## src/rtl/dma_desc_splitter.sv

```systemverilog
// Splits KV-cache transfer requests into burst-sized DMA descriptors that never cross a BOUNDARY page.
// Optional statistics counters are built when DMA_DESC_SPLITTER_STATS_EN is defined.
module dma_desc_splitter #(
  parameter int MAX_CHUNK  = 1024,
  parameter int BOUNDARY   = 4096,
  parameter int BEAT_BYTES = 64
) (
  input  logic         clk,
  input  logic         rst,
  input  logic         req_valid,
  output logic         req_ready,
  input  logic [47:0]  req_fpga_addr,
  input  logic [47:0]  req_gpu_addr,
  input  logic [31:0]  req_bytes,
  input  logic [7:0]   req_flags,
  output logic         desc_valid,
  input  logic         desc_ready,
  output logic [127:0] desc_data,
  output logic         req_err,
  output logic         busy
`ifdef DMA_DESC_SPLITTER_STATS_EN
  ,
  output logic [31:0]  stat_req_count,
  output logic [31:0]  stat_desc_count,
  output logic [15:0]  stat_err_count
`endif
);

  localparam int PAGE_W = $clog2(BOUNDARY);
  localparam int BEAT_W = $clog2(BEAT_BYTES);

  typedef enum logic {
    S_IDLE = 1'b0,
    S_EMIT = 1'b1
  } state_t;

  state_t       state_q;
  logic         req_ready_q;
  logic         desc_valid_q;
  logic         req_err_q;
  logic         busy_q;
  logic [127:0] desc_data_q;
  logic [47:0]  fpga_q;
  logic [47:0]  gpu_q;
  logic [31:0]  rem_q;
  logic [5:0]   flags_q;

  logic [47:0]  fpga_d;
  logic [47:0]  gpu_d;
  logic [31:0]  rem_d;
  logic [31:0]  chunk_s;
  logic         last_s;
  logic         req_bad_s;
  logic         accept_s;
  logic         reject_s;
  logic         handshake_s;
  logic         unused_flags_s;

  // Builds one descriptor: the chunk is limited by what remains, the burst cap and the page end.
  function automatic logic [127:0] build_desc(
    input logic [47:0] fa,
    input logic [47:0] ga,
    input logic [31:0] rem,
    input logic [5:0]  fl,
    input logic        first
  );
    logic [31:0] page_left;
    logic [31:0] chunk;
    page_left  = 32'(BOUNDARY) - 32'(fa[PAGE_W-1:0]);
    chunk      = (rem < 32'(MAX_CHUNK)) ? rem : 32'(MAX_CHUNK);
    chunk      = (chunk < page_left) ? chunk : page_left;
    build_desc = {fa, ga, chunk[23:0], (rem == chunk), first, fl};
  endfunction

  // The chunk on offer is read back from the registered descriptor to advance the cursor.
  always_comb begin
    chunk_s     = {8'd0, desc_data_q[31:8]};
    last_s      = desc_data_q[7];
    fpga_d      = fpga_q + {16'd0, chunk_s};
    gpu_d       = gpu_q + {16'd0, chunk_s};
    rem_d       = rem_q - chunk_s;
    req_bad_s   = (req_bytes == 32'd0) ||
                  (req_bytes[BEAT_W-1:0] != {BEAT_W{1'b0}}) ||
                  (req_fpga_addr[BEAT_W-1:0] != {BEAT_W{1'b0}}) ||
                  (req_gpu_addr[BEAT_W-1:0] != {BEAT_W{1'b0}});
    accept_s    = (state_q == S_IDLE) && req_valid && req_ready_q && !req_bad_s;
    reject_s    = (state_q == S_IDLE) && req_valid && req_ready_q && req_bad_s;
    handshake_s = (state_q == S_EMIT) && desc_valid_q && desc_ready;
  end

  assign unused_flags_s = ^req_flags[7:6];

  // Request acceptance, descriptor cursor and all registered handshake outputs.
  always_ff @(posedge clk or posedge rst) begin
    if (rst) begin
      state_q      <= S_IDLE;
      req_ready_q  <= 1'b0;
      desc_valid_q <= 1'b0;
      desc_data_q  <= 128'd0;
      req_err_q    <= 1'b0;
      busy_q       <= 1'b0;
      fpga_q       <= 48'd0;
      gpu_q        <= 48'd0;
      rem_q        <= 32'd0;
      flags_q      <= 6'd0;
    end else begin
      req_err_q <= 1'b0;
      case (state_q)
        S_IDLE: begin
          if (accept_s) begin
            fpga_q       <= req_fpga_addr;
            gpu_q        <= req_gpu_addr;
            rem_q        <= req_bytes;
            flags_q      <= req_flags[5:0];
            desc_data_q  <= build_desc(req_fpga_addr, req_gpu_addr, req_bytes,
                                       req_flags[5:0], 1'b1);
            desc_valid_q <= 1'b1;
            req_ready_q  <= 1'b0;
            busy_q       <= 1'b1;
            state_q      <= S_EMIT;
          end else begin
            req_err_q    <= reject_s;
            req_ready_q  <= 1'b1;
          end
        end
        S_EMIT: begin
          if (handshake_s) begin
            if (last_s) begin
              state_q      <= S_IDLE;
              desc_valid_q <= 1'b0;
              desc_data_q  <= 128'd0;
              req_ready_q  <= 1'b1;
              busy_q       <= 1'b0;
            end else begin
              fpga_q      <= fpga_d;
              gpu_q       <= gpu_d;
              rem_q       <= rem_d;
              desc_data_q <= build_desc(fpga_d, gpu_d, rem_d, flags_q, 1'b0);
            end
          end else begin
            desc_valid_q <= 1'b1;
          end
        end
        default: begin
          state_q      <= S_IDLE;
          desc_valid_q <= 1'b0;
          req_ready_q  <= 1'b0;
          busy_q       <= 1'b0;
        end
      endcase
    end
  end

  assign req_ready  = req_ready_q;
  assign desc_valid = desc_valid_q;
  assign desc_data  = desc_data_q;
  assign req_err    = req_err_q;
  assign busy       = busy_q;

`ifdef DMA_DESC_SPLITTER_STATS_EN
  logic [31:0] stat_req_q;
  logic [31:0] stat_desc_q;
  logic [15:0] stat_err_q;

  // Free-running event counters; they wrap silently on overflow.
  always_ff @(posedge clk or posedge rst) begin
    if (rst) begin
      stat_req_q  <= 32'd0;
      stat_desc_q <= 32'd0;
      stat_err_q  <= 16'd0;
    end else begin
      stat_req_q  <= accept_s ? (stat_req_q + 32'd1) : stat_req_q;
      stat_desc_q <= handshake_s ? (stat_desc_q + 32'd1) : stat_desc_q;
      stat_err_q  <= reject_s ? (stat_err_q + 16'd1) : stat_err_q;
    end
  end

  assign stat_req_count  = stat_req_q;
  assign stat_desc_count = stat_desc_q;
  assign stat_err_count  = stat_err_q;
`endif

endmodule

```

## config.mk

```make
export PLATFORM = sky130hd
export DESIGN_NAME = dma_desc_splitter
export DESIGN_NICKNAME = d
export VERILOG_FILES = /design/src/rtl/dma_desc_splitter.sv
export SDC_FILE = /design/constraint.sdc
export NUM_CORES = 1
export LEC_CHECK = 0
export ABC_CLOCK_PERIOD_IN_PS = 16950
export BUFFER_PORTS_ARGS = -buffer_cell sky130_fd_sc_hd__buf_2
export CAP_MARGIN = 15
export CORE_MARGIN = 1.5
export CORE_UTILIZATION = 50
export DETAILED_ROUTE_END_ITERATION = 6
export GPL_ROUTABILITY_DRIVEN = 0
export PLACE_DENSITY = 0.8
export SLEW_MARGIN = 30
export SYNTH_ARGS = -nofsm -noshare
export SYNTH_HDL_FRONTEND = slang
export SYNTH_SLANG_ARGS = --single-unit
```

## constraint.sdc

```tcl
create_clock -name clk -period 16.95 [get_ports clk]
set_input_delay 1.695 -clock clk [delete_from_list [all_inputs] [get_ports clk]]
set_output_delay 1.695 -clock clk [all_outputs]
set_load 0.02 [all_outputs]
```

==> flow_metrics.tcl <==
set metrics [dict create \
    gr-usage-met2_pct 47.2 \
    async_flop_share_pct 100 \
    die_y_um 198 \
    cts_sinks 267 \
    crit_family "compound AO/OA/AOI/OAI gates" \
    synth_top_area_share_pct 35.3 \
    htreeDepth 1 \
    fin_skew_ns 0.0380 \
    grt_pass1_wl_um 96600 \
    tightest_slew_ns 0.952 \
    cpPeakStageDelay_ns 0.53 \
    fin_crit_ns 6.93 \
    hold_class "register to register" \
    dieArea_sq_um 39100 \
    leakagePower_nw 10.9 \
    routedWlPerCell_um 20.4 \
    vias 19000 \
    final_util_pct 58.0 \
    clock_path_buffers 3 \
    dieWidth_um 198 \
    grt_setup_unrepaired "no" \
    drc_errors 0 \
    ys_seq_area_share_pct 35.3 \
    max_freq_mhz 144 \
    slew_headroom_pct 36.5 \
    fp.coreArea_sq_um 37500 \
    status "complete, no violations" \
    ir_drop_uv 106 \
    cts_buffers 30 \
    clkTransAtPathRegs_ns 0.07 \
    syn_area_per_cell_sq_um 8.35 \
    syn_area_sq_um 18900 \
    path_cells "inv_1 > ha_1 > nand2_1 > nor2_1 > o21ai_0 > a32oi_1 > o2111ai_1 > a311oi_1 > nand4b_1 > nand4bb_1 > nor4_1 > nand4_1 > nor2_1 > ha_1 > a21o_1 > a21o_1 > a211oi_1 > o21ai_0 > nand2b_1 > o21ai_4 > and2_1 > a21boi_0 > o221ai_1" \
    grt_pass1_vias 18000 \
    fin_hold_ws_ns 0.469 \
    drt_wl_total_um 61400 \
    path_buf_inv 1 \
    finalSetupTns_ns 0 \
    ys_seq_elements 267 \
    slew_viol_final 0 \
    pwr_density_cell_nw_per_um2 163 \
    drt_iter0_drc 2171 \
    grt.overflow.total 0 \
    busiest_layer "met2" \
    crit_slowest_cell "nand4_1" \
    floorplan.initialDensity_pct 50.5 \
    startpoint_type "register" \
    antenna_found_initial 4 \
    fin_crit_sh_pct 40.9 \
    cp_max_fo 18 \
    met1_usage_pct 42.5 \
    drv_cap 0 \
    synth_cell_types 98 \
    placementRows 71 \
    gr-usage-all-layers_pct 30.8 \
    yosysMostFrequentCell "dfrtp_1" \
    nets 2712 \
    viasPerCell 6.31 \
    cp-end-kind "register" \
    ctsHoldBuffers 0 \
    area_growth_pct 14.8 \
    hpwl_um 43700 \
    met3_usage_pct 5.89 \
    synthFlopType "dfrtp_1" \
    ant_nets 0 \
    yosys_warnings 0 \
    port_buffers 269 \
    cts-root-buf "clkbuf_16" \
    drtPass1Iterations 6 \
    grt_max_degree 192 \
    synth_area_leaders "dfrtp_1 (35%), ha_1 (6.5%), nand2_1 (4.8%)" \
    cp_data_arrival_time_ns 7.41 \
    synth-edff-count 0 \
    syn_inst 2270 \
    clkLatencyLatePin_ns 0.60 \
    post_cts_buffers 0 \
    yosysTopAreaCell "dfrtp_1" \
    post_cts_resized 0 \
    setup_violations 0 \
    hold_viol 0 \
    synth_common_cells "dfrtp_1 (267), nand2_1 (242), nor2_1 (219), a21oi_1 (165), o21ai_0 (146)" \
    cts_tree "yes" \
    pin_count 272 \
    power_w 0.00354 \
    crit_type "register to register" \
    drive_above_1_share_pct 15.4 \
    critPathRequiredTime_ns 17.43 \
]
-- cells in the final DEF (no fill, tap or decap), types with 12 or more instances in the layout --
| master | n |
|---|---|
| o221ai_1 | 15 |
| and3_1 | 41 |
| ha_1 | 98 |
| nor4_1 | 21 |
| xor2_1 | 42 |
| a211oi_1 | 27 |
| inv_1 | 89 |
| nor2_1 | 217 |
| o31ai_1 | 13 |
| nand2b_1 | 20 |
| a22oi_1 | 15 |
| o211ai_1 | 19 |
| buf_2 | 269 |
| nand4_1 | 25 |
| a21o_1 | 118 |
| or3_1 | 12 |
| o22ai_1 | 31 |
| mux2i_1 | 47 |
| dfrtp_1 | 266 |
| nor3_1 | 55 |
| xnor2_1 | 71 |
| a31oi_1 | 39 |
| o21a_1 | 22 |
| clkbuf_16 | 30 |
| nand2_1 | 241 |
| and2_1 | 22 |
| nor2b_1 | 13 |
| a2bb2oi_1 | 15 |
| o21ai_1 | 13 |
| nand3_1 | 75 |
| o21ai_0 | 145 |
| a21oi_1 | 165 |
-- sequential cells by signal, indices dropped and copies added, names as in the netlist --
name	count
flags_q	6
desc_data	128
req_ready	1
busy	1
state_q	1
rem_q	32
desc_valid	1
gpu_q	48
req_err	1
fpga_q	48
-- metrics by stage --
step	instance area [sq um]	cells	setup WS, ns
3_3_place_gp	20600	2950	10.35
2_1_floorplan	19000	2273	7.90
6_report	21800	3008	10.02
5_1_grt	21800	3008	9.81
4_1_cts	21700	3005	10.34
3_5_place_dp	20700	2950	10.34
-- cell type report --
cell class	instances	area [sq um]
Antenna cell	3	7.51
Clock buffer	39	835
Clock inverter	16	254
Fill cell	3291	15700
Inverter	91	355
Multi-Input combinational cell	1799	11500
Sequential cell	267	6690
Tap cell	511	639
Timing Repair Buffer	282	1470
-- report_power, final --
group | internal (W) | leakage (nW) | switching (W)
Combinational | 0.000717 | 6.96 | 0.00120
Sequential | 0.000773 | 3.42 | 0.000127
Clock | 0.000438 | 0.518 | 0.000287
Total | 0.00193 | 10.9 | 0.00161
-- per-layer routing --
| layer | part of all wire [%] | vias to the layer above |
|---|---|---|
| met5 | 0 | - |
| met4 | 4.6 | 0 |
| met3 | 10 | 213 |
| met2 | 44 | 1078 |
| met1 | 42 | 9004 |
| li1 | - | 8673 |
-- path summary, 6_finish.rpt --
path                                from              to  slack [ns]  cells after the start
setup / recovery           desc_data[30]   desc_data[14]       10.02                     23
hold / removal             desc_data[39]   desc_data[39]        0.47                      1
setup reg to reg           desc_data[30]   desc_data[14]       10.02                     23
hold reg to reg            desc_data[39]   desc_data[39]        0.47                      1
max in group asynchronous            rst       rem_q[31]       14.46                      3
min in group asynchronous            rst  desc_data[108]        1.17                      2
-- cell families after synthesis --
logic type      after synthesis  synth area share, %
compound gates              737                 25.7
buf+inv                     207                 4.31
simple gates                793                 20.0
flops                       267                 35.3
fa+ha+maj                   101                 6.79
other cells                   1               0.0198
mux                          51                 2.72
xor+xnor                    113                 5.22
No activity file was read; power rests on OpenSTA's default activity.
